--- src/rtl/dma_axil_regs.sv ---
// dma_axil_regs: AXI4-Lite slave register file for the DMA engine.
//
// Register map (byte offsets, word aligned):
//   0x00 CTRL   bit0 START (write-1 pulses dma_start, reads 0), bit1 IRQ_EN (RW)
//   0x04 STATUS bit0 BUSY (live dma_busy), bit1 DONE (sticky, W1C)
//   0x08 ADDR   RW, drives dma_addr
//   0x0C LEN    RW, drives dma_len
//   0x10 ID     RO, ID_VAL
//   anything else -> SLVERR, write dropped, read data 0
//
// Ports:
//   clk, rst          clock, async active-high reset
//   aw*/w*/b*         AXI-Lite write channels (awprot ignored)
//   ar*/r*            AXI-Lite read channels (arprot ignored)
//   dma_start_o-style core interface: dma_start (1-cycle pulse), dma_addr,
//   dma_len, dma_busy (level in), dma_done (1-cycle pulse in)
//   irq               level interrupt = IRQ_EN & DONE
module dma_axil_regs #(
  parameter int          ADDR_W = 8,
  parameter int          DATA_W = 32,
  parameter logic [31:0] ID_VAL = 32'h4A32_0001
) (
  input  logic              clk,
  input  logic              rst,
  input  logic [ADDR_W-1:0] awaddr,
  input  logic [2:0]        awprot,
  input  logic              awvalid,
  output logic              awready,
  input  logic [DATA_W-1:0] wdata,
  input  logic [DATA_W/8-1:0] wstrb,
  input  logic              wvalid,
  output logic              wready,
  output logic [1:0]        bresp,
  output logic              bvalid,
  input  logic              bready,
  input  logic [ADDR_W-1:0] araddr,
  input  logic [2:0]        arprot,
  input  logic              arvalid,
  output logic              arready,
  output logic [DATA_W-1:0] rdata,
  output logic [1:0]        rresp,
  output logic              rvalid,
  input  logic              rready,
  output logic              dma_start,
  output logic [DATA_W-1:0] dma_addr,
  output logic [DATA_W-1:0] dma_len,
  input  logic              dma_busy,
  input  logic              dma_done,
  output logic              irq
);

  localparam logic [2:0] R_CTRL   = 3'd0;
  localparam logic [2:0] R_STATUS = 3'd1;
  localparam logic [2:0] R_ADDR   = 3'd2;
  localparam logic [2:0] R_LEN    = 3'd3;
  localparam logic [2:0] R_ID     = 3'd4;
  localparam logic [1:0] OKAY     = 2'b00;
  localparam logic [1:0] SLVERR   = 2'b10;

  logic                aw_held_q, aw_held_d;
  logic [ADDR_W-1:0]   awaddr_q, awaddr_d;
  logic                w_held_q, w_held_d;
  logic [DATA_W-1:0]   wdata_q, wdata_d;
  logic [DATA_W/8-1:0] wstrb_q, wstrb_d;
  logic                bvalid_q, bvalid_d;
  logic [1:0]          bresp_q, bresp_d;
  logic                rvalid_q, rvalid_d;
  logic [DATA_W-1:0]   rdata_q, rdata_d;
  logic [1:0]          rresp_q, rresp_d;
  logic                irq_en_q, irq_en_d;
  logic                done_q, done_d;
  logic                start_q, start_d;
  logic [DATA_W-1:0]   addr_q, addr_d;
  logic [DATA_W-1:0]   len_q, len_d;

  logic                aw_hs, w_hs, ar_hs, commit;
  logic                wr_hit, rd_hit;
  logic [DATA_W-1:0]   rd_word;

  // Protection bits and byte-offset bits carry no meaning here.
  logic unused_ok;
  assign unused_ok = ^{awprot, arprot, awaddr_q[1:0], araddr[1:0]};

  assign awready = !aw_held_q && !bvalid_q;
  assign wready  = !w_held_q  && !bvalid_q;
  assign arready = !rvalid_q;
  assign aw_hs   = awvalid && awready;
  assign w_hs    = wvalid  && wready;
  assign ar_hs   = arvalid && arready;
  // Both halves parked and the B slot free: the write retires this edge.
  assign commit  = aw_held_q && w_held_q && !bvalid_q;

  assign wr_hit = (awaddr_q[ADDR_W-1:5] == '0) && (awaddr_q[4:2] <= R_ID);
  assign rd_hit = (araddr[ADDR_W-1:5]   == '0) && (araddr[4:2]   <= R_ID);

  assign bvalid    = bvalid_q;
  assign bresp     = bresp_q;
  assign rvalid    = rvalid_q;
  assign rdata     = rdata_q;
  assign rresp     = rresp_q;
  assign dma_start = start_q;
  assign dma_addr  = addr_q;
  assign dma_len   = len_q;
  assign irq       = irq_en_q && done_q;

  // Read mux over pre-commit register state.
  always_comb begin
    rd_word = '0;
    if (rd_hit) begin
      case (araddr[4:2])
        R_CTRL:   rd_word[1] = irq_en_q;
        R_STATUS: begin
          rd_word[0] = dma_busy;
          rd_word[1] = done_q;
        end
        R_ADDR:   rd_word = addr_q;
        R_LEN:    rd_word = len_q;
        R_ID:     rd_word = ID_VAL;
        default:  rd_word = '0;
      endcase
    end
  end

  always_comb begin
    aw_held_d = aw_held_q;
    awaddr_d  = awaddr_q;
    w_held_d  = w_held_q;
    wdata_d   = wdata_q;
    wstrb_d   = wstrb_q;
    bvalid_d  = bvalid_q;
    bresp_d   = bresp_q;
    rvalid_d  = rvalid_q;
    rdata_d   = rdata_q;
    rresp_d   = rresp_q;
    irq_en_d  = irq_en_q;
    addr_d    = addr_q;
    len_d     = len_q;
    start_d   = 1'b0;
    done_d    = done_q || dma_done;

    if (aw_hs) begin
      aw_held_d = 1'b1;
      awaddr_d  = awaddr;
    end
    if (w_hs) begin
      w_held_d = 1'b1;
      wdata_d  = wdata;
      wstrb_d  = wstrb;
    end
    if (bvalid_q && bready) bvalid_d = 1'b0;

    if (commit) begin
      aw_held_d = 1'b0;
      w_held_d  = 1'b0;
      bvalid_d  = 1'b1;
      bresp_d   = wr_hit ? OKAY : SLVERR;
      if (wr_hit) begin
        case (awaddr_q[4:2])
          R_CTRL: if (wstrb_q[0]) begin
            irq_en_d = wdata_q[1];
            start_d  = wdata_q[0] && !dma_busy;
          end
          // A done pulse on the clearing edge keeps DONE set.
          R_STATUS: if (wstrb_q[0] && wdata_q[1]) done_d = dma_done;
          R_ADDR: for (int b = 0; b < DATA_W/8; b++)
            if (wstrb_q[b]) addr_d[8*b +: 8] = wdata_q[8*b +: 8];
          R_LEN: for (int b = 0; b < DATA_W/8; b++)
            if (wstrb_q[b]) len_d[8*b +: 8] = wdata_q[8*b +: 8];
          default: ;
        endcase
      end
    end

    if (ar_hs) begin
      rvalid_d = 1'b1;
      rdata_d  = rd_word;
      rresp_d  = rd_hit ? OKAY : SLVERR;
    end else if (rvalid_q && rready) begin
      rvalid_d = 1'b0;
    end
  end

  always_ff @(posedge clk or posedge rst) begin
    if (rst) begin
      aw_held_q <= 1'b0;
      awaddr_q  <= '0;
      w_held_q  <= 1'b0;
      wdata_q   <= '0;
      wstrb_q   <= '0;
      bvalid_q  <= 1'b0;
      bresp_q   <= OKAY;
      rvalid_q  <= 1'b0;
      rdata_q   <= '0;
      rresp_q   <= OKAY;
      irq_en_q  <= 1'b0;
      done_q    <= 1'b0;
      start_q   <= 1'b0;
      addr_q    <= '0;
      len_q     <= '0;
    end else begin
      aw_held_q <= aw_held_d;
      awaddr_q  <= awaddr_d;
      w_held_q  <= w_held_d;
      wdata_q   <= wdata_d;
      wstrb_q   <= wstrb_d;
      bvalid_q  <= bvalid_d;
      bresp_q   <= bresp_d;
      rvalid_q  <= rvalid_d;
      rdata_q   <= rdata_d;
      rresp_q   <= rresp_d;
      irq_en_q  <= irq_en_d;
      done_q    <= done_d;
      start_q   <= start_d;
      addr_q    <= addr_d;
      len_q     <= len_d;
    end
  end

endmodule

--- config.mk ---
export PLATFORM = sky130hd
export DESIGN_NAME = dma_axil_regs
export DESIGN_NICKNAME = d
export VERILOG_FILES = /design/src/rtl/dma_axil_regs.sv
export SDC_FILE = /design/constraint.sdc
export NUM_CORES = 1
export LEC_CHECK = 0
export CAP_MARGIN = 5
export CORE_UTILIZATION = 50
export DETAILED_ROUTE_END_ITERATION = 10
export PLACE_DENSITY = 0.86
export SYNTH_ARGS = -nofsm -noshare
export SYNTH_HDL_FRONTEND = slang
export SYNTH_SLANG_ARGS = --single-unit
--- constraint.sdc ---
create_clock -name clk -period 11.8 [get_ports clk]
set_clock_uncertainty 0.15 [all_clocks]
set_input_delay 1.77 -clock clk [delete_from_list [all_inputs] [get_ports clk]]
set_output_delay 1.77 -clock clk [all_outputs]
set_load 0.02 [all_outputs]
==> results of run 1 <==
[final timing paths]
check | slack (ns) | start | to
max | 7.91 | araddr[3] | rdata[28]
min in group asynchronous | 1.67 | rst | awaddr_q[5]
max in group asynchronous | 8.43 | rst | wdata_q[19]
min | 0.33 | rdata[31] | rdata[31]
min reg2reg | 0.33 | rdata[31] | rdata[31]
max reg2reg | 9.54 | awaddr_q[6] | dma_len[6]
[synth_stat cells]
library cell / n
a21o_1: 1
a21oi_1: 2
a221o_1: 1
a22o_1: 7
a31oi_1: 1
a32o_1: 1
and2_1: 4
and3b_1: 1
and4_2: 3
and4b_1: 1
buf_2: 7
buf_4: 3
buf_6: 3
clkbuf_1: 10
conb_1: 1
dfrtp_1: 147
inv_1: 6
mux2_2: 108
mux2i_1: 31
nand2_1: 24
nand2b_1: 2
nand3_1: 2
nand4_1: 1
nand4_2: 5
nor2_1: 7
nor2b_1: 3
nor3_1: 2
nor3b_1: 2
nor4_4: 1
nor4bb_1: 1
o21ai_0: 33
o21bai_1: 2
o311ai_0: 1
or3b_2: 1
or4bb_1: 1
[flip-flops by register name (all words and copies together), names as in the netlist]
signal	flops
dma_start	1
rresp	1
rvalid	1
w_held_q	1
rdata	32
done_q	1
wstrb_q	4
bvalid	1
bresp	1
aw_held_q	1
dma_len	32
dma_addr	32
irq_en_q	1
wdata_q	32
awaddr_q	6
[cell usage in the layout (no fill, tap or decap), drive strengths merged, types with 2 or more instances in the layout]
master	count
o21bai	2
nor3	2
mux2	108
a21oi	2
nor3b	2
and4	3
inv	6
nand4	6
nand2b	2
bufinv	2
conb	2
dfrtp	147
nand3	2
o21ai	33
and2	4
a22o	7
clkdlybuf4s50	160
mux2i	31
clkbuf	22
nand2	24
clkinv	5
nor2	7
buf	4
clkinvlp	2
nor2b	3
[power groups by stage]
stage	combinational (uW)	sequential, uW	clock (uW)
floorplan	263	899	0
global placement	620	806	0
detailed placement	638	822	0
CTS	643	817	537
global route	674	841	556
finish	638	818	527
[final cells by class]
class,count,area (um^2),area share
clock buffer,22,484,0.0583
clock inverter,9,104,0.0125
inverter,6,27.5,0.00331
multi-input combinational,251,2210,0.266
sequential,147,3680,0.443
tap,143,179,0.0215
timing repair buffer,164,1630,0.196
[cell families after synthesis]
| group | after synthesis | synth area share |
|---|---|---|
| AO/OA/AOI/OAI | 49 | 0.0488 |
| flip-flops | 147 | 0.610 |
| buffers and inverters | 29 | 0.0251 |
| other | 1 | 0.000622 |
| multiplexers | 139 | 0.253 |
| AND/OR/NAND/NOR | 61 | 0.0624 |
[metal layers]
layer	routed length [um]	part of all wire
met1	6000	0.42
met2	6970	0.48
met3	1210	0.084
met4	203	0.014
met5	0	0
[stage by stage]
stage          setup slack (ns)  power [uW]  hold WS [ns]   util
5_1_grt                    7.71        2070         0.352  0.719
2_1_floorplan              5.93        1160         0.305      -
3_5_place_dp               7.56        1460         0.320  0.668
4_1_cts                    7.98        2000         0.332  0.719
3_3_place_gp               7.66        1430         0.311  0.668
6_report                   7.91        1980         0.326  0.719
[worst register-to-register path: stages, from the launching register on]
cell,delay (ns)
dfrtp_1,0.42
nor4_4,0.63
and4_2,0.56
mux2_2,0.38
==> results.md, run 1 <==
- Die Y: 112 um
- Grt met3 use: 0.0784
- Netlist cell types: 35
- Number of setup violations in the final report: 0
- Synth Area per Inst: 14.2 um^2
- Clock share of power: 0.266
- Stages on the worst setup path: 4
- Min Tclk post-route: 3.89 ns
- Via density: 5.54
- Max stage delay on crit path: 0.81 ns
- Core ar.: 11,600 um^2
- Reg power frac: 0.413
- Initial Util: 0.521
- Area after DPL: 7720 um^2
- Period utilisation layout: 0.329
- RSZ-0062 raised after global routing: no
- Final Hold Viols: 0
- Failing checks: DRC
- Worst-path clk slew: 0.05 ns
- Die width: 112 um
- Run status: complete, but fails checks
- Netlist Area Pre-Place: 6030 um^2
- Global routing's busiest layer: met2
- Inserted Diodes: 0
- Final net count: 654
- Clock Path Buffers: 2
- Clk root buf: clkbuf_16
- FMAX: 257 MHz
- Share of cells above drive strength 1: 0.257
- Area grow syn2layout: 37.8%
- CP cell instances: clkdlybuf4s50_1, nor2b_1, nand3_1, o21ai_0
- I/O pin total: 174
- Iter 0 DRT Violations: 231
- Top Family by Delay on Critical Path: simple AND/OR/NAND/NOR gates
- Fill cells: 783
- Post-route insts no fill: 742
- Final instance area: 8310 um^2
- Worst skew pair latency: 0.41 ns
- Register area share after synthesis: 0.610
- Hold depth: 2
- Leakage Power: 0.00376 uW
- Synth Instances: 426
- Die area: 12,500 um^2
- Pins Over Slew Limit: 0
- Rows: 39
- Total track usage: 0.243
- CTS Hold Bufs: 0
- Worst path bufs/invs: 1
- GRT met1 Usage: 0.305
- Placed cell count: 711
- Final HPWL from detailed placement: 9590 um
- TritonCTS clock tree: done
- WL final: 14,400 um
- Worst Max-Slew Pin Slew: 1.13 ns
- Number of global-route vias before repair: 4,349
- Pint: 1350 uW
- Setup repair bufs after CTS: 0
- Post-synth top area share: 0.610
- Post_cts resized: 0
- IO Port Bufs: 161
- Met2 usage: 0.397
- Peak fanout along the critical path: 24
- WP data arrival: 4.04 ns
- Synth area leaders: dfrtp_1 (61%), mux2_2 (20%), mux2i_1 (5.1%)
- Worst min path class: reg2reg
- Wirelength per Cell: 19.4 um
- Antenna-violating nets left: 0
- Maxcap violations: 0
- Sink Count: 147
- Crit Path Class: in2reg
- TNS Setup: 0 ns
- Peak VDD IR: 0.000162 V
- Pin count of the biggest net entering global routing: 76
- Total gr overflow: 0
- Worst path slowest cell: nand3_1
- Htree depth: 4
- Nature of the critical path endpoint: flop
- First-pass GRT wire length: 23,100 um
- Synthesized flop and latch total: 147
- Drt first pass iters: 11
- Vias: 4,109
- Switching share of total power: 0.317
- TritonCTS Buffers: 17
- Pwr/cell area: 239 nW/um^2
- GPL Wtd Cong: 0.809
- Synth Warn #: 0
- Slew HR: 0.248
- DRC: 16
- Comb power frac: 0.322
- Initial antenna violation count: 0
- Synth area leader: dfrtp_1
- Setup crit start kind: input pin
- Critical Path RT: 11.95 ns
- FF-to-FF path depth: 3
- Net Sw Power: 629 uW
No activity file was read; power rests on OpenSTA's default activity.
==> run 2, diff against run 1 <==
--- a/config.mk
+++ b/config.mk
@@ -6,9 +6,9 @@
 export NUM_CORES = 1
 export LEC_CHECK = 0
 export CAP_MARGIN = 5
-export CORE_UTILIZATION = 50
+export CORE_UTILIZATION = 48
 export DETAILED_ROUTE_END_ITERATION = 10
-export PLACE_DENSITY = 0.86
+export PLACE_DENSITY = 0.83
 export SYNTH_ARGS = -nofsm -noshare
 export SYNTH_HDL_FRONTEND = slang
 export SYNTH_SLANG_ARGS = --single-unit
==> constraint.sdc (replaced) <==
create_clock -name clk -period 3.6 [get_ports clk]
set_clock_uncertainty 0.15 [all_clocks]
set_input_delay 0.54 -clock clk [delete_from_list [all_inputs] [get_ports clk]]
set_output_delay 0.54 -clock clk [all_outputs]
set_load 0.02 [all_outputs]
==> run 2 against run 1 <==
Effect of this change: the flow now finishes without violations; global-route usage decreased by 0.23 points; routed wire length increased by 1.0%; register-to-register slack got worse by 8.2 ns; clock power increased to 3.4 times the previous value; final cell count increased by 3.9%; hold slack improved by 0.0041 ns; first-iteration DRC count decreased by 27%; combinational power increased to 3.3 times the previous value; sequential power increased to 3.3 times the previous value; power increased to 3.3 times the previous value.
==> results.md, run 2 (synthesized netlist as in run 1, its figures left out) <==
- Clock Path Buffers: 2 (unchanged)
- Wirelength per Cell: 18.8 um (was 19.4 um)
- Reg power frac: 0.411 (was 0.413)
- DRC: 0 (was 16)
- Worst r2r dst: dma_len[18] (was dma_len[6])
- Run status: finished clean (was complete, but fails checks)
- Rows: 40 (was 39)
- CP cell instances: nor2_1, clkdlybuf4s50_1 (was clkdlybuf4s50_1, nor2b_1, nand3_1, o21ai_0)
- Antenna-violating nets left: 0 (unchanged)
- Pins Over Slew Limit: 0 (unchanged)
- Drt first pass iters: 4 (was 11)
- Pin count of the biggest net entering global routing: 54 (was 76)
- TritonCTS clock tree: done (unchanged)
- Nature of the critical path endpoint: primary output (was flop)
- Final net count: 658 (was 654)
- Period utilisation layout: 0.639
- Worst path slowest cell: clkdlybuf4s50_1 (was nand3_1)
- Area grow syn2layout: 39.3% (was 37.8%)
- Total track usage: 0.241 (was 0.243)
- Initial antenna violation count: 0 (unchanged)
- TNS Setup: 0 ns (unchanged)
- Peak fanout along the critical path: 6 (was 24)
- Commonest non-fill, non-tap cell in the layout: clkdlybuf4s50_1 (unchanged)
- Die width: 114 um (was 112 um)
- Fin worst setup slack: 1.30 ns (was 7.91 ns)
- Hold_sp: rdata[6] (was rdata[31])
- Leakage Power: 0.00379 uW (was 0.00376 uW)
- Worst Max-Slew Pin Slew: 0.900 ns (was 1.13 ns)
- Vias: 4,054 (was 4,109)
- Finished Core Util: 0.694 (was 0.719)
- Stages on the worst setup path: 2 (was 4)
- FMAX: 435 MHz
- Number of setup violations in the final report: 0 (unchanged)
- Die area: 13,000 um^2 (was 12,500 um^2)
- Inserted Diodes: 0 (unchanged)
- Max stage delay on crit path: 0.61 ns (was 0.81 ns)
- Final Hold Viols: 0 (unchanged)
- Power after layout: 6530 uW (was 1980 uW)
- TritonCTS Buffers: 17 (unchanged)
- DP Worst Slack: 0.935 ns (was 7.56 ns)
- Setup crit start kind: flop (was input pin)
- Worst min path class: reg2reg (unchanged)
- Switching share of total power: 0.316 (was 0.317)
- Comb power frac: 0.319 (was 0.322)
- WL final: 14,500 um (was 14,400 um)
- Worst path bufs/invs: 1 (unchanged)
- Peak VDD IR: 0.000680 V (was 0.000162 V)
- CP endpoint: awready (was rdata[28])
- CTS Hold Bufs: 0 (unchanged)
- Htree depth: 4 (unchanged)
- Slew HR: 0.398 (was 0.248)
- Iter 0 DRT Violations: 168 (was 231)
- RSZ-0062 raised after global routing: no (unchanged)
- Net Sw Power: 2060 uW (was 629 uW)
- Share of cells above drive strength 1: 0.262 (was 0.257)
- RR Startpoint: awaddr_q[6] (unchanged)
- First-pass GRT wire length: 23,200 um (was 23,100 um)
- Most frequent cells in the layout: clkdlybuf4s50_1 (160), dfrtp_1 (147), mux2_2 (108) (unchanged)
- Total gr overflow: 0 (unchanged)
- Final HPWL from detailed placement: 9940 um (was 9590 um)
- Top Family by Delay on Critical Path: buffers and inverters (was simple AND/OR/NAND/NOR gates)
- Die Y: 114 um (was 112 um)
- Critical Path Start: bvalid (was araddr[3])
- I/O pin total: 174 (unchanged)
- Min Tclk post-route: 2.30 ns
- IO Port Bufs: 161 (unchanged)
- Initial Util: 0.498 (was 0.521)
- Setup repair bufs after CTS: 0 (unchanged)
- Crit Path Class: reg2out (was in2reg)
- WP data arrival: 1.61 ns (was 4.04 ns)
- Core ar.: 12,100 um^2 (was 11,600 um^2)
- Clk root buf: clkbuf_16 (unchanged)
- Number of global-route vias before repair: 4,362 (was 4,349)
- Critical Path RT: 2.91 ns (was 11.95 ns)
- Via density: 5.26 (was 5.54)
- GPL Wtd Cong: 0.791 (was 0.809)
- Pwr/cell area: 778 nW/um^2 (was 239 nW/um^2)
- Post_cts resized: 0 (unchanged)
- Clock share of power: 0.270 (was 0.266)
- Worst-path clk slew: 0.06 ns (was 0.05 ns)
- FF-to-FF path depth: 3 (unchanged)
- Worst skew pair latency: 0.42 ns (was 0.41 ns)
- Maxcap violations: 0 (unchanged)
- Pint: 4470 uW (was 1350 uW)
- Hold_ws: 0.330 ns (was 0.326 ns)
- Setup slack, reg-to-reg: 1.36 ns (was 9.54 ns)
- Sink Count: 147 (unchanged)
-- run 2: final cells by class --
cell class	instances	area [um^2]
clock buffers	20	457
repair buffers	168	1680
well taps	168	210
flip-flops and latches	147	3680
clock inverters	11	135
inverters	6	26.3
fillers	867	3710
multi-input cells	251	2210
-- run 2: per-stage QoR --
stage | cells | cell area, um^2
2_1_floorplan | 427 | 6040
3_3_place_gp | 740 | 7810
3_5_place_dp | 740 | 7810
4_1_cts | 771 | 8400
5_1_grt | 771 | 8400
6_report | 771 | 8400
-- run 2: how the worst min path moves through the flow --
stage               endpoint  cells after the start
finish              rdata[6]                      2
global route        rdata[9]                      2
CTS                 rdata[6]                      2
detailed placement  rdata[6]                      2
global placement    rdata[8]                      2
floorplan             done_q                      1
-- run 2: routing by layer --
layer,GRT usage,wire length (um)
met1,0.293,6130
met2,0.406,7220
met3,0.0831,1060
met4,0.0701,112
met5,0,0
-- run 2: power groups by stage --
stage	logic [uW]	clock network, uW	registers [uW]
floorplan	862	0	2950
global placement	2040	0	2650
detailed placement	2090	0	2700
CTS	2110	1790	2690
global route	2210	1860	2770
finish	2080	1770	2680
-- run 2: worst register-to-register path: stages (launching register included) --
cell	delay (ns)
dfrtp_1	0.42
nor4_4	0.61
and4_2	0.56
mux2_2	0.39
==> run 3, diff against run 2 <==
==> constraint.sdc (replaced) <==
create_clock -name clk -period 2.29 [get_ports clk]
set_clock_uncertainty 0.15 [all_clocks]
set_input_delay 0.3435 -clock clk [delete_from_list [all_inputs] [get_ports clk]]
set_output_delay 0.3435 -clock clk [all_outputs]
set_load 0.02 [all_outputs]
==> run 3 against run 2 <==
Effect of this change: sequential share of layout area is 0.30 points lower; non-clock buffer count is 6 higher; hold slack worse by 0.067 ns; utilization is 0.48 points higher; worst setup slack worse by 1.1 ns; first-iteration DRC count is 8.9% lower; final cell count is 0.78% higher; via count is 0.79% higher; largest power group unchanged.
==> results.md, run 3 (synthesized netlist as in run 1, its figures left out) <==
- Peak fanout along the critical path: 8 (was 6)
- Vias: 4,086 (was 4,054)
- Multi-input logic area: 2210 um^2 (unchanged)
- Pins Over Slew Limit: 0 (unchanged)
- Final net count: 664 (was 658)
- Htree depth: 4 (unchanged)
- Critical Path Start: awaddr_q[6] (was bvalid)
- Crit Path Class: reg2reg (was reg2out)
- Worst r2r dst: dma_addr[18] (was dma_len[18])
- RSZ-0062 raised after global routing: no (unchanged)
- CTS Hold Bufs: 0 (unchanged)
- Via density: 5.26 (about the same)
- Critical Path RT: 2.44 ns (was 2.91 ns)
- Setup slack, reg-to-reg: 0.16 ns (was 1.36 ns)
- Worst skew pair latency: 0.42 ns (about the same)
- Clock Path Buffers: 2 (unchanged)
- Run status: finished clean (unchanged)
- Commonest non-fill, non-tap cell in the layout: clkdlybuf4s50_1 (unchanged)
- Final Hold Viols: 0 (unchanged)
- IO Port Bufs: 161 (unchanged)
- Wirelength per Cell: 18.7 um (was 18.8 um)
- Number of global-route vias before repair: 4,440 (was 4,362)
- WP data arrival: 2.28 ns (was 1.61 ns)
- I/O pin total: 174 (unchanged)
- Antenna-violating nets left: 0 (unchanged)
- First-pass GRT wire length: 23,400 um (was 23,200 um)
- Leakage Power: 0.00382 uW (was 0.00379 uW)
- Share of cells above drive strength 1: 0.268 (was 0.262)
- FF/Latch Area: 3680 um^2 (unchanged)
- Area after DPL: 7880 um^2 (was 7810 um^2)
- Worst min path class: in2async (was reg2reg)
- Sink Count: 147 (unchanged)
- Nature of the critical path endpoint: flop (was primary output)
- TNS Setup: 0 ns (unchanged)
- Drt first pass iters: 4 (unchanged)
- Fill cells: 870 (was 867)
- Setup crit start kind: flop (unchanged)
- WL final: 14,500 um (about the same)
- Iter 0 DRT Violations: 153 (was 168)
- Initial antenna violation count: 0 (unchanged)
- Setup repair bufs after CTS: 0 (unchanged)
- Final instance area: 8460 um^2 (was 8400 um^2)
- Number of setup violations in the final report: 0 (unchanged)
- Clk root buf: clkbuf_16 (unchanged)
- Total gr overflow: 0 (unchanged)
- Worst-path clk slew: 0.06 ns (about the same)
- Die area: 13,000 um^2 (unchanged)
- Min Tclk post-route: 2.13 ns
- RR Startpoint: awaddr_q[6] (unchanged)
- Die Y: 114 um (unchanged)
- Total track usage: 0.241 (about the same)
- Most frequent cells in the layout: clkdlybuf4s50_1 (160), dfrtp_1 (147), mux2_2 (108) (unchanged)
- Core ar.: 12,100 um^2 (unchanged)
- DRC: 0 (unchanged)
- Pwr/cell area: 1210 nW/um^2 (was 778 nW/um^2)
- Die width: 114 um (unchanged)
- Area grow syn2layout: 40.2% (was 39.3%)
- Pin count of the biggest net entering global routing: 67 (was 54)
- TritonCTS clock tree: done (unchanged)
- Final HPWL from detailed placement: 9940 um (about the same)
- Maxcap violations: 0 (unchanged)
- Rows: 40 (unchanged)
- Initial Util: 0.498 (unchanged)
- TritonCTS Buffers: 17 (unchanged)
- FF-to-FF path depth: 3 (unchanged)
- Inserted Diodes: 0 (unchanged)
- FMAX: 469 MHz
- Power after layout: 10,300 uW (was 6530 uW)
- Period utilisation layout: 0.931
- Peak VDD IR: 0.000643 V (was 0.000680 V)
- GPL Wtd Cong: 0.775 (was 0.791)
- Post_cts resized: 0 (unchanged)
## run 3: cell count changes in the layout (fill, tap and decap cells not counted), sizes merged
cell      previous run  this run
clkbuf              20        22
bufinv               3         2
clkinvlp             3         2
buf                  8        14
## run 3: how the worst max path moves through the flow
| stage | endpoint | cells past startpoint |
|---|---|---|
| global route | awready | 2 |
| finish | dma_addr[18] | 3 |
| detailed placement | dma_addr[18] | 3 |
| global placement | dma_len[20] | 3 |
| floorplan | aw_held_q | 1 |
| CTS | dma_addr[18] | 3 |
## run 3: routing by layer
layer,wire (um),track usage,share of wire
met5,0,0,0
met4,180,0.0840,0.012
met1,6200,0.301,0.43
met3,987,0.0709,0.068
met2,7180,0.401,0.49
## run 3: per-stage QoR
| stage | utilization | std cells | setup slack [ns] | hold WS, ns |
|---|---|---|---|---|
| floorplan | - | 427 | -0.0505 | 0.264 |
| global placement | 0.651 | 746 | 0.229 | 0.312 |
| detailed placement | 0.651 | 746 | 0.165 | 0.323 |
| CTS | 0.698 | 777 | 0.129 | 0.268 |
| global route | 0.698 | 777 | 0.123 | 0.302 |
| finish | 0.698 | 777 | 0.158 | 0.262 |
## run 3: cell type report
cell class,instances,area share
inverters,6,0.00311
well taps,168,0.0249
repair buffers,174,0.207
clock buffers,22,0.0561
multi-input cells,251,0.261
flip-flops and latches,147,0.435
clock inverters,9,0.0124
## run 3: worst max-delay path: stages (launching register included)
cell     delay [ns]
dfrtp_1        0.41
nor4_4         0.50
nand4_2        0.50
mux2_2         0.44
## run 3: power breakdown
group | internal [uW] | switching [uW] | total [uW]
Combinational | 1840 | 1500 | 3340
Sequential | 3480 | 731 | 4210
Clock | 1680 | 1020 | 2700
Total | 7000 | 3250 | 10300
==> patch 1: new RTL, config.mk and constraints of run 2 <==
Change the parameter `DATA_W` from 32 to 64.
--- a/src/rtl/dma_axil_regs.sv
+++ b/src/rtl/dma_axil_regs.sv
@@ -19,3 +19,3 @@
   parameter int          ADDR_W = 8,
-  parameter int          DATA_W = 32,
+  parameter int          DATA_W = 64,
   parameter logic [31:0] ID_VAL = 32'h4A32_0001
Interface: changed (5 resized); port bits go from 174 to 306. The function was not compared with the original's and may differ.
==> patch 1 against run 2 <==
Sequential cell count is 132 higher; fmax is 6.9% lower; cell area is 85% higher; combinational power is 92% higher; non-clock buffer count is 143 higher; setup slack worse by 170 ps; routed wire length is 98% higher; power is 82% higher; synthesized area is 89% higher.
==> patch 1: results (changes against run 2) <==
metric,value,unit,change
met3 GRT Util,6.86,%,was 8.31%
mean cell area of the mapped netlist,14.5,um2,was 14.2 um2
R2R Path Start,bvalid,,was awaddr_q[6]
Via density,5.36,,was 5.26
vias in the first global route,8101,,was 4362
Worst slew margin,44.8,%,was 39.8%
# nets final,1185,,was 658
Worst EP arrival,1780,ps,was 1610 ps
GR Util met1,29.6,%,was 29.3%
TritonCTS buffer count,29,,was 17
leak pwr,7.04,nW,was 3.79 nW
Worst R2R Setup Slack,1260,ps,was 1360 ps
Worst Hold Launch,rdata[3],,was rdata[6]
largest net degree at the start of global routing,57,,was 54
sw frac,32.7,%,was 31.6%
post-route minimum period,2470,ps,was 2300 ps
largest cells by area after synthesis,"dfrtp_1 (61%), mux2_2 (21%), mux2i_1 (4.9%)",,"was dfrtp_1 (61%), mux2_2 (20%), mux2i_1 (5.1%)"
status,"complete, no violations",,unchanged
Peak VDD IR,514,uV,was 680 uV
WL met3,2210,um,was 1060 um
fillers,1660,,was 867
# port buffers,293,,was 161
detailed-route via count,7573,,was 4054
Placed Area,0.0147,mm2,was 0.00781 mm2
final WL,28800,um,was 14500 um
maximum buffer depth of the clock tree,3,,was 2
insertion delay to the later sink of the worst-skew pair,530,ps,was 420 ps
post-synthesis sequential area ratio,61.4,%,was 61.0%
Post-Route M1 WL,11600,um,was 6130 um
DP HPWL,19800,um,was 9940 um
Hold Path Sink,rdata[3],,was rdata[6]
layout cells sized above 1,26.8,%,was 26.2%
met2 usage,41.4,%,was 40.6%
antenna violations before repair,1,,was 0
global-route wire length before repair,45300,um,was 23200 um
Commonest cells post-synth,"dfrtp_1 (279), mux2_2 (209), o21ai_0 (59), mux2i_1 (56), nand2_1 (56)",,"was dfrtp_1 (147), mux2_2 (108), o21ai_0 (33), mux2i_1 (31), nand2_1 (24)"
"slowest stage delay, CP",650,ps,was 610 ps
-- patch 1: cell types whose count changed after synthesis, sizes merged, moves of 6 or more --
cell and delta:
a211o +6, dfrtp +132, mux2 +101, nand2 +32
clkbuf +8, mux2i +25, buf +15, nand4 +6
nor4bb +7, o21ai +26
-- patch 1: cells by family (layout without fill, tap and decap cells) --
logic type / Yosys count / count (layout) / synth area share [%]
simple gates: 107 / 107 / 6.38
other cells: 1 / 2 / 0.0330
flops: 279 / 279 / 61.4
compound gates: 82 / 82 / 4.29
buf+inv: 51 / 366 / 2.26
mux: 265 / 265 / 25.6
-- patch 1: layout make-up --
| type | instances | area [um2] | area share, % |
|---|---|---|---|
| multi-input cells | 456 | 4150 | 26.7 |
| clock buffers | 42 | 835 | 5.36 |
| inverters | 5 | 22.5 | 0.145 |
| flip-flops and latches | 279 | 6980 | 44.9 |
| repair buffers | 311 | 3120 | 20.0 |
| well taps | 313 | 392 | 2.52 |
| clock inverters | 8 | 67.6 | 0.434 |
-- patch 1: worst max-delay path, delay by kind of cell (launching register included) --
family	cells	cell delay, ps
buf+inv	1	650
flops	1	440
simple gates	1	160
-- patch 1: power by group through the flow --
stage	registers [W]	clock network, W	logic, W
global route	0.00520	0.00303	0.00422
global placement	0.00504	0	0.00391
floorplan	0.00559	0	0.00162
detailed placement	0.00510	0	0.00400
CTS	0.00506	0.00289	0.00404
finish	0.00506	0.00283	0.00399
-- patch 1: metrics by stage --
step	total power [W]	TNS, ps	util [%]	hold slack [ps]
after floorplan	0.00721	-218550	-	305
after global placement	0.00894	0	64.0	310
after detailed placement	0.00910	0	64.0	320
after CTS	0.0120	0	67.9	333
after global routing	0.0125	0	67.9	354
final	0.0119	0	67.9	330
==> patch 2: new RTL, flow settings as in run 2 <==
Made on the original files. Reset style: synchronous (`rst`), changed in one clocked block. Comments in the files are not updated.
--- a/src/rtl/dma_axil_regs.sv
+++ b/src/rtl/dma_axil_regs.sv
@@ -182,3 +182,3 @@
 
-  always_ff @(posedge clk or posedge rst) begin
+  always_ff @(posedge clk) begin
     if (rst) begin
Formal check against the unedited RTL: differs if rst is asserted again (counterexample within 4 cycles, from zero or initial values and one cycle with rst high); with rst held inactive, the same outputs for 4 cycles.
==> patch 2 against run 2 <==
Setup slack got worse by 180 ps; synthesized area increased by 0.87%; non-clock buffer count grew 1; fmax shrank 7.2%; sequential cell count unchanged; routed wire length grew 24%; cell area down 1.1%; critical endpoint is now rdata[10]; largest cell class unchanged; highest routed layer unchanged.
Power is not compared: it rests on default switching activity, and its combinational part moved more than twofold at a synthesized area within 25%.
==> patch 2: results (changes against run 2) <==
metric,value,unit,change
status,"complete, no violations",,unchanged
Via density,5.93,,was 5.26
Commonest cells post-synth,"dfxtp_1 (147), a21oi_1 (87), nand2_1 (81), clkbuf_1 (57)",,"was dfrtp_1 (147), mux2_2 (108), o21ai_0 (33), mux2i_1 (31), nand2_1 (24)"
# nets final,844,,was 658
hold crit path type,input pin to register,,was register to register
drt pass-1 iters,5,,was 4
largest net degree at the start of global routing,113,,was 54
Worst Hold Launch,rst,,was rdata[6]
final WL,18100,um,was 14500 um
cts repair resizes,0,,unchanged
post-synthesis sequential area ratio,48.4,%,was 61.0%
# diodes,0,,unchanged
vias in the first global route,5408,,was 4362
"Async S/R FF share, synth",0,%,was 100%
Hold Path Sink,rvalid,,was rdata[6]
H-tree lvl count,4,,unchanged
antenna violations before repair,0,,unchanged
layout cells sized above 1,7.34,%,was 26.2%
largest cells by area after synthesis,"dfxtp_1 (48%), mux2i_1 (7.7%), a21oi_1 (7.2%)",,"was dfrtp_1 (61%), mux2_2 (20%), mux2i_1 (5.1%)"
insertion delay to the later sink of the worst-skew pair,410,ps,
post-place setup slack,753,ps,was 935 ps
Worst R2R End,dma_len[2],,was dma_len[18]
Starting DRT DRC Count,586,,was 168
"count leader, synth",dfxtp_1,,was dfrtp_1
mean cell area of the mapped netlist,9.26,um2,was 14.2 um2
Worst EP arrival,2670,ps,was 1610 ps
hold slack,305,ps,was 330 ps
DP HPWL,12100,um,was 9940 um
Worst R2R Setup Slack,1280,ps,was 1360 ps
detailed-route via count,5683,,was 4054
Worst slew margin,17.0,%,was 39.8%
GP Congestion,0.839,,was 0.791
Placed Instances,926,,was 740
Global Route Usage Sum,27.6,%,was 24.1%
global-route wire length before repair,28100,um,was 23200 um
Placed Area,0.00769,mm2,was 0.00781 mm2
critical path peak fanout,16,,was 6
Unique masters post-synth,39,,was 35
R2R Path Start,awaddr_q[5],,was awaddr_q[6]
==> patch 2: cell type report <==
class	instances	area, um2
Clock inverter	13	183
Clock buffer	19	433
Sequential cell	147	2940
Timing Repair Buffer	169	1660
Fill cell	933	3860
Inverter	4	15.0
Multi-Input combinational cell	438	2860
Tap cell	168	210
==> patch 2: worst max path at each step <==
stage,cells after the start,slack (ps),endpoint,from
5_1_grt,5,1020,rdata[2],araddr[3]
6_report,5,1120,rdata[10],araddr[3]
4_1_cts,5,1150,rdata[10],araddr[3]
3_5_place_dp,5,750,rdata[10],araddr[3]
2_1_floorplan,5,1620,rdata[10],araddr[2]
3_3_place_gp,5,870,rdata[9],araddr[3]
==> patch 2: layer usage <==
| metal | routed length, um | global-route usage (%) | vias up |
|---|---|---|---|
| li1 | - | - | 2646 |
| met1 | 7570 | 35.8 | 2696 |
| met2 | 8680 | 45.2 | 311 |
| met3 | 1480 | 6.41 | 30 |
| met4 | 352 | 9.09 | 0 |
| met5 | 0 | 0 | - |
==> patch 2: worst max-delay path, cell delays in order <==
cell,delay (ps)
clkdlybuf4s50_1,590
nor2b_1,500
nand4b_1,480
buf_4,370
o2bb2ai_1,170
==> patch 2: cell families after synthesis <==
group | Yosys count | synth area share, %
other | 1 | 0.0616
DFF | 147 | 48.4
muxes | 55 | 9.40
buffers and inverters | 73 | 5.00
and+or+nand+nor | 201 | 17.9
AOI/OAI and AO/OA | 180 | 19.3
==> patch 2: where the power goes <==
part | total, W | switching (W) | internal (W)
clock network | 0.00183 | 0.000675 | 0.00116
logic | 0.000351 | 0.000219 | 0.000132
registers | 0.00172 | 0.0000497 | 0.00167
total | 0.00390 | 0.000944 | 0.00296
